`config.mk`:
```
export PLATFORM = sky130hd
export DESIGN_NAME = reset_sequencer
export DESIGN_NICKNAME = d
export VERILOG_FILES = /design/src/rtl/rst_seq_pkg.sv /design/src/rtl/btn_debounce.sv /design/src/rtl/reset_sequencer.sv
export SDC_FILE = /design/constraint.sdc
export NUM_CORES = 1
export LEC_CHECK = 0
export CORE_ASPECT_RATIO = 1.25
export CORE_MARGIN = 2
export CORE_UTILIZATION = 68
export DETAILED_ROUTE_END_ITERATION = 6
export DONT_BUFFER_PORTS = 1
export PLACE_DENSITY_LB_ADDON = 0.1
export REMOVE_ABC_BUFFERS = 1
export SYNTH_ARGS = -nofsm -noshare
export SYNTH_HDL_FRONTEND = slang
export SYNTH_SLANG_ARGS = --single-unit
```
`constraint.sdc`:
```
create_clock -name clk -period 5.53 [get_ports clk]
set_input_delay 0.553 -clock clk [delete_from_list [all_inputs] [get_ports clk]]
set_output_delay 0.553 -clock clk [all_outputs]
set_load 0.1 [all_outputs]
```
`src/rtl/rst_seq_pkg.sv`:
```
// rst_seq_pkg
// Shared definitions for the reset sequencer slice:
//   SeqState  - sequencer FSM state encoding (HOLD, STAGE, RUN)
//   RUN_CNT_W - width of the run-cycle counter exposed on run_cycles
//   satInc    - saturating increment used by the run-cycle counter
package rst_seq_pkg;

    typedef enum logic [1:0] {
        HOLD  = 2'd0,
        STAGE = 2'd1,
        RUN   = 2'd2
    } SeqState;

    localparam int RUN_CNT_W = 32;

    // Counting stops at all-ones so a long-running system never wraps back to
    // a small run count.
    function automatic logic [RUN_CNT_W-1:0] satInc(input logic [RUN_CNT_W-1:0] value);
        return (value == '1) ? value : value + RUN_CNT_W'(1);
    endfunction

endpackage

```
`src/rtl/btn_debounce.sv`:
```
// BtnDebounce (module btn_debounce)
// Brings an asynchronous push-button into the clk domain and qualifies it.
// Ports:
//   clk         - system clock
//   rst_n       - asynchronous active-low reset, clears synchronizer and counter
//   i_btn       - raw asynchronous active-high button
//   o_accepted  - high while the synchronized button has been high for at
//                 least DEBOUNCE consecutive cycles
module btn_debounce
    import rst_seq_pkg::*;
#(
    parameter int DEBOUNCE = 4
) (
    input  logic clk,
    input  logic rst_n,
    input  logic i_btn,
    output logic o_accepted
);

    localparam logic [7:0] CNT_LAST = 8'(DEBOUNCE - 1);

    logic       r_sync1;
    logic       r_sync2;
    logic [7:0] r_highCnt;
    logic       r_accepted;

    // Two-flop synchronizer followed by a run-length counter of high samples.
    // The counter parks at DEBOUNCE-1 once the button is accepted, and any low
    // synchronized sample drops both the count and the acceptance.
    always_ff @(posedge clk or negedge rst_n) begin
        if (!rst_n) begin
            r_sync1    <= 1'b0;
            r_sync2    <= 1'b0;
            r_highCnt  <= '0;
            r_accepted <= 1'b0;
        end else begin
            r_sync1 <= i_btn;
            r_sync2 <= r_sync1;
            if (!r_sync2) begin
                r_highCnt  <= '0;
                r_accepted <= 1'b0;
            end else if (r_highCnt == CNT_LAST) begin
                r_accepted <= 1'b1;
            end else begin
                r_highCnt  <= r_highCnt + 8'd1;
                r_accepted <= 1'b0;
            end
        end
    end

    assign o_accepted = r_accepted;

endmodule

```
`src/rtl/reset_sequencer.sv`:
```
// ResetSequencer (module reset_sequencer)
// Holds a set of reset domains in reset after power-on or a debounced button
// press, then releases them one at a time in ascending order.
// Ports:
//   clk         - system clock
//   rst_n       - asynchronous active-low master reset
//   btn_rst     - asynchronous active-high button reset
//   rst_out     - active-high per-domain resets, bit 0 released first
//   all_ready   - registered, high while every rst_out bit is low
//   run_cycles  - cycles since all_ready rose, saturating
//   timeout     - sticky flag once run_cycles reaches TIMEOUT_CYCLES (0 = off)
module reset_sequencer
    import rst_seq_pkg::*;
#(
    parameter int          CHANNELS       = 3,
    parameter int          HOLD_CYCLES    = 25,
    parameter int          STAGE_GAP      = 4,
    parameter int          DEBOUNCE       = 4,
    parameter int unsigned TIMEOUT_CYCLES = 0
) (
    input  logic                 clk,
    input  logic                 rst_n,
    input  logic                 btn_rst,
    output logic [CHANNELS-1:0]  rst_out,
    output logic                 all_ready,
    output logic [RUN_CNT_W-1:0] run_cycles,
    output logic                 timeout
);

    localparam logic [15:0]          HOLD_LAST   = 16'(HOLD_CYCLES - 1);
    localparam logic [7:0]           GAP_LAST    = 8'(STAGE_GAP - 1);
    localparam logic [RUN_CNT_W-1:0] TIMEOUT_VAL = RUN_CNT_W'(TIMEOUT_CYCLES);

    SeqState              r_state;
    logic [15:0]          r_holdCnt;
    logic [7:0]           r_gapCnt;
    logic [CHANNELS-1:0]  r_rstOut;
    logic                 r_allReady;
    logic [RUN_CNT_W-1:0] r_runCycles;
    logic                 r_timeout;

    logic                 w_btnAccepted;
    logic [CHANNELS-1:0]  w_rstShift;
    logic [RUN_CNT_W-1:0] w_runNext;
    logic                 w_timeoutHit;

    btn_debounce #(
        .DEBOUNCE (DEBOUNCE)
    ) u_btnDebounce (
        .clk        (clk),
        .rst_n      (rst_n),
        .i_btn      (btn_rst),
        .o_accepted (w_btnAccepted)
    );

    // Releases always go lowest-still-held bit first, so shifting the reset
    // vector left with zero fill releases exactly the next domain.
    assign w_rstShift = r_rstOut << 1;
    assign w_runNext  = satInc(r_runCycles);

    // The flag fires on the edge that makes run_cycles equal the limit; a
    // button reset on that same edge clears run_cycles instead, so it must
    // not set the flag.
    assign w_timeoutHit = (TIMEOUT_CYCLES != 0) && r_allReady && !w_btnAccepted &&
                          (w_runNext == TIMEOUT_VAL);

    // Sequencer FSM. A debounced button press overrides every state and
    // restarts the hold; the hold counter only runs once the press is gone.
    // all_ready follows rst_out by one cycle, and run_cycles starts at 0 on
    // the cycle all_ready rises. The timeout flag survives button resets.
    always_ff @(posedge clk or negedge rst_n) begin
        if (!rst_n) begin
            r_state     <= HOLD;
            r_holdCnt   <= '0;
            r_gapCnt    <= '0;
            r_rstOut    <= '1;
            r_allReady  <= 1'b0;
            r_runCycles <= '0;
            r_timeout   <= 1'b0;
        end else begin
            if (w_timeoutHit) begin
                r_timeout <= 1'b1;
            end
            if (w_btnAccepted) begin
                r_state     <= HOLD;
                r_holdCnt   <= '0;
                r_gapCnt    <= '0;
                r_rstOut    <= '1;
                r_allReady  <= 1'b0;
                r_runCycles <= '0;
            end else begin
                r_allReady  <= (r_rstOut == '0);
                r_runCycles <= r_allReady ? w_runNext : '0;
                case (r_state)
                    HOLD: begin
                        if (r_holdCnt == HOLD_LAST) begin
                            r_state   <= STAGE;
                            r_holdCnt <= '0;
                            r_gapCnt  <= '0;
                            r_rstOut  <= w_rstShift;
                        end else begin
                            r_holdCnt <= r_holdCnt + 16'd1;
                        end
                    end
                    STAGE: begin
                        if (r_rstOut == '0) begin
                            r_state <= RUN;
                        end else if (r_gapCnt == GAP_LAST) begin
                            r_gapCnt <= '0;
                            r_rstOut <= w_rstShift;
                            if (w_rstShift == '0) begin
                                r_state <= RUN;
                            end
                        end else begin
                            r_gapCnt <= r_gapCnt + 8'd1;
                        end
                    end
                    RUN: begin
                        r_state <= RUN;
                    end
                    default: begin
                        r_state <= HOLD;
                    end
                endcase
            end
        end
    end

    assign rst_out    = r_rstOut;
    assign all_ready  = r_allReady;
    assign run_cycles = r_runCycles;
    assign timeout    = r_timeout;

endmodule
```
== Yosys cells after proc, flatten, opt, wreduce, memory -nomap -nowiden ==
Cells that the tools add are included.
Storage, ports and cells
  flip-flop bits (word level): 73
  word-level logic and storage cells: 62
Cells by class
  reduce and logical (&&, ||, !) cells: 8
  eq/ne operators: 13
  mux-type cells: 27
  add/subtract/negate cells: 4
Operators by type and width (count)
  $mux W32: 3
  $mux W16: 3
  $mux W8: 6
  $add A32 B1 Y32 const B: 1
  $eq A32 B32 Y1 const B: 1
  $add A16 B1 Y16 const B: 1
  $add A8 B1 Y8 const B: 2
  $eq A16 B5 Y1 const B: 1
  $eq A8 B2 Y1 const B: 2
  $pmux W8 S2: 1
  $mux W3: 4
  $ne A3 B2 Y1 const B: 4
  $mux W2: 5
  $ne A4 B3 Y1 const B: 2
  $logic_not A3 Y1: 2
  $pmux W2 S3: 1
  $pmux W3 S2: 1
  $reduce_and A3 Y1: 2
  $reduce_and A4 Y1: 1
  $mux W1: 3
  $reduce_bool A3 Y1: 1
  $eq A2 B1 Y1 const B: 1
  $eq A2 B2 Y1 const B: 1
  $logic_not A2 Y1: 1
  2 further kinds: 2

== Depth between registers and ports, before layout ==
  depth after elaboration: 6
  mapped depth: 9

== Cells and area by module ==
A second synthesis with hierarchy kept.
Second synthesis, totals
  cells, all modules: 437
  area total of the unflattened synthesis: 3975.1 um^2
Modules (own cells, without submodules)
  reset_sequencer: seq. area each 1555.2 um^2, cells an instance 392, area each 3452.1 um^2, times used 1
  btn_debounce: seq. area each 275.3 um^2, cells an instance 45, area each 523.0 um^2, times used 1

== Least setup slack after synthesis ==
OpenSTA, ideal clock, no wires.
  path kind: flip-flop to flip-flop
  start: reg r_runCycles[0] (netlist: run_cycles[0])
  end: reg r_runCycles[10] (netlist: run_cycles[10])
  path slack: 2735 ps
  arrival time: 2694 ps
  cell stages (with the launch flop): 7
  clock period less this slack: 2795 ps
  path buffers: 0
  setup time: 101 ps
  path through: dfrtp_1 -> ha_1 -> nand3_1 -> or4_4 -> nor4_4 -> o21ai_0 -> o31ai_1
Between the ends
  word-level cells in the longest chain between the ends: 4
  elaborated cells between the ends (all ways): 6
  classes of those cells: add/sub (1); eq/ne (2); mux (3)
RTL lines
  from (decl): line reset_sequencer.sv:39  | logic [RUN_CNT_W-1:0] r_runCycles;
  from (signal assigned): line reset_sequencer.sv:93  | r_runCycles <= r_allReady ? w_runNext : '0;
  $add A32 B1 Y32: line rst_seq_pkg.sv:19  | return (value == '1) ? value : value + RUN_CNT_W'(1);
  $mux W32: line rst_seq_pkg.sv:19
  $mux W32: line reset_sequencer.sv:93
  $mux W32: line reset_sequencer.sv:84  | if (w_btnAccepted) begin
Parallel ways exist; a longest one is shown, timed or not. The select of a mux whose other input is x is not followed.
A chain may end at the register's enable or synchronous reset.

== Final worst setup path ==
  start: reg r_runCycles[1] (netlist: run_cycles[1])
  end: reg r_runCycles[18] (netlist: run_cycles[18])
The elaborated chain is that of the path after synthesis.

==> results.md <==
- Nets@finish: ~420
- Final worst-path cycle share: a little under three fifths
- Crit path cell chain: ha_1, nand3_1, or4_4, nor4_4, o21ai_0, o31ai_1
- Antenna violations before repair: 0
- Final core area utilization: 75.3%
- Multi-input logic area: between 1500 and 2000 µm²
- WS Path Type: register to register
- Final HPWL DP: between 5 and 6 mm
- Lkg Pwr: around 1.8 nW
- Vias in the first global route: approximately 2800
- Via density: approximately 6.5
- Cell Int Power: between 0.9 and 1 mW
- Clock share of power: roughly 26%
- TritonCTS clock tree: done
- CTS Buf Count: 9
- Hold Buf Count CTS: 1
- Final instance area: between 4000 and 5000 µm²
- First-pass DRT Iterations: 5
- Syn avg cell area: 9.53 µm²
- DRC errors left: 0
- Critical Path Fanout Max: 8
- Max-cap violation count: 0
- Post-route ant nets: 0
- Share of post-route cells with drive strength above 1: around 9%
- PnR worst setup slack: approximately 2.4 ns
- Async S/R FF share, synth: 100%
- Via count: roughly 3100
- Top delay family on crit path: simple AND/OR/NAND/NOR gates
- Power per cell area: a little under 400 nW/µm²
- Slowest-stage cell, CP: dfrtp_1
- Die X: ~72 µm
- # setup viols final: 0
- RSZ-0062 raised after global routing: false
- FMAX: 0.319 GHz
- Xor/xnor share of the synthesized area: about 6.0%
- Grt total ovfl: 0
- DP Worst Slack: approximately 2.4 ns
- Max VDD drop: between 400 and 500 µV
- CTS sink cnt: 73
- Post-Route WL: around 8.0 mm
- Post-Syn Instances: around 410
- Clk Tree Root Cell: clkbuf_8
- Simple-gate share of the synthesized area: 25.0%
- Distinct cells, synth: just under 60
- Critical Path RT: around 5.8 ns
- DRT iter0 DRCs: around 210
- DIE AREA: approximately 6400 µm²
- Post-CTS sizing: 0
- Gate power share: about a quarter
- Worst rel slew slack: 25.4%
- Crit end category: register
- Largest family of logic cells by synthesized area: simple AND/OR/NAND/NOR gates
- Share of the synthesized area in the top cell type: 44.7%
- Reg2reg end: run_cycles[18]$_DFFE_PN0P_
- Tmin final: around 3.1 ns
- Post-CTS Setup Bufs: 0
- Register share of total power: approximately 50%
- HP Class: primary input to asynchronous set/reset pin
- Area after DPL: ~3900 µm²
- Clk buf depth: 2
- P&R area growth vs syn: 5.30%
- Ranking of synthesized cells by area: dfrtp_1 (45%), o21ai_0 (6.3%), nand3_1 (3.7%), xor2_1 (3.4%), nand2_1 (3.1%)
- Post-synth EDFFs: 0
- Critical Path Max Stage Delay: 0.99 ns
- Global placement routability congestion: ~0.85
- Slew @ Worst Pin: roughly 1.1 ns
- Arr. time, crit path: about 3.4 ns
- WL per Instance: 16.9 µm
- Initial Utilization: approximately 72%
- Chip height: roughly 90 µm
- Largest net degree at the start of global routing: 71
- Worst-Skew Late Latency: 0.35 ns
- Port Buffers: 0
- H-tree lvl count: 3
- Core ar.: 5480 µm²
- Startpoint Class: register
- Main synth FF type: dfrtp_1
- Most common cell after layout, fill and taps aside: dfrtp_1
- Cell taking the most area after synthesis: dfrtp_1
- FP Rows: 30
- Register bit count reported by yosys: 73
- Post-synthesis mux area share: ~1.5%
- Max-slew violation count: 0
- Synth warn: 0
- Status: finished, final reports clean
- Switching pwr: slightly below 0.7 mW
- Final setup TNS: 0 ns
- Mapped cell area: between 3000 and 4000 µm²
- Synth Area in Compound Gates: 14.2%
- Fillcell total: between 400 and 500
- # IOs: 40
- Final Hold Vio Count: 0
- Antenna Cells: 0
- R2r startpoint: run_cycles[1]$_DFFE_PN0P_
- Switching share of total power: a little over two fifths
- Sequential share of the synthesized area: about 47%
- Synth Area in Adders: 2.55%
- First-pass GRT wire length: about 13 mm
- Clock Skews: between 0.006 and 0.007 ns
- Total Routing Usage GR: 26.8%
- Reg area: ~1800 µm²
- Worst Path Buf+Inv: 0
- Worst Reg-to-Reg Cells: 6
- R2R Setup Slk: around 2.4 ns
- Commonest cells after routing, fill and taps aside: dfrtp_1 (70), o21ai_0 (49), nand2_1 (32), nand3_1 (29), nor2_1 (24)
- Reg clk slew, reported paths: roughly 0.07 ns
kinds of logic after synthesis:
kind of cell	count (synthesis)
simple gates	173
mux	6
other cells	1
fa+ha+maj	8
xor+xnor	27
buf+inv	31
flops	73
compound gates	92
power by group through the flow:
stage / combinational (mW) / sequential (mW) / clock (mW)
2_1_floorplan: 0.299 / 0.794 / 0
3_3_place_gp: 0.370 / 0.806 / 0
3_5_place_dp: 0.382 / 0.809 / 0
4_1_cts: 0.400 / 0.799 / 0.420
5_1_grt: 0.452 / 0.807 / 0.448
6_report: 0.398 / 0.800 / 0.415
through the flow:
step	power, mW	hold WS (ns)	instances
CTS	1.62	0.0311	476
floorplan	1.09	0.257	395
global route	1.71	0.0198	476
global placement	1.18	0.259	459
detailed placement	1.19	0.259	459
finish	1.61	0.0403	476
state kept, by name, indices dropped and copies added (netlist names):
register / count
u_btnDebounce.r_sync1: 1
u_btnDebounce.r_sync2: 1
u_btnDebounce.o_accepted: 1
rst_out: 3
r_holdCnt: 16
r_gapCnt: 8
r_state: 2
all_ready: 1
run_cycles: 32
u_btnDebounce.r_highCnt: 8
cell type report:
| class | instances | share of cell area, % |
|---|---|---|
| repair buffers | 1 | 0.667 |
| flip-flops and latches | 73 | 44.4 |
| clock inverters | 7 | 1.70 |
| well taps | 64 | 1.94 |
| clock buffers | 9 | 3.00 |
| inverters | 15 | 1.36 |
| multi-input cells | 307 | 47.0 |
worst max-delay path by stage:
stage	to	startpoint	slack [ns]	cells after the start
after floorplan	run_cycles[10]$_DFFE_PN0P_	run_cycles[0]$_DFFE_PN0P_	2.73	6
after global placement	run_cycles[10]$_DFFE_PN0P_	run_cycles[1]$_DFFE_PN0P_	2.53	6
after detailed placement	run_cycles[18]$_DFFE_PN0P_	run_cycles[0]$_DFFE_PN0P_	2.44	6
after CTS	run_cycles[18]$_DFFE_PN0P_	run_cycles[0]$_DFFE_PN0P_	2.39	6
after global routing	run_cycles[30]$_DFFE_PN0P_	run_cycles[1]$_DFFE_PN0P_	2.17	6
final	run_cycles[18]$_DFFE_PN0P_	run_cycles[1]$_DFFE_PN0P_	2.39	6
synth_stat cells (all sizes together), types with 10 or more instances:
library cell  number
o31ai             10
xnor2             12
and2              11
dfrtp             70
nor2              24
xor2              15
inv               15
o21ai             49
nand4             12
a21oi             12
and3              12
nand3             30
nand2             33
worst register-to-register path, delay by kind of cell, from the launching register on:
kind	cells	cell delay, ns
AOI/OAI and AO/OA	2	0.36
and+or+nand+nor	3	1.31
adders and majority gates	1	0.38
DFF	1	0.99
per-layer routing:
metal  share of wire (%)  GRT usage [%]  vias up
met5                   0              0        -
met4                 1.2           9.61        0
met2                  48           42.9      101
met3                 6.5           5.81       12
li1                    -              -     1464
met1                  44           36.2     1508
(Power assumes the default switching activity.)
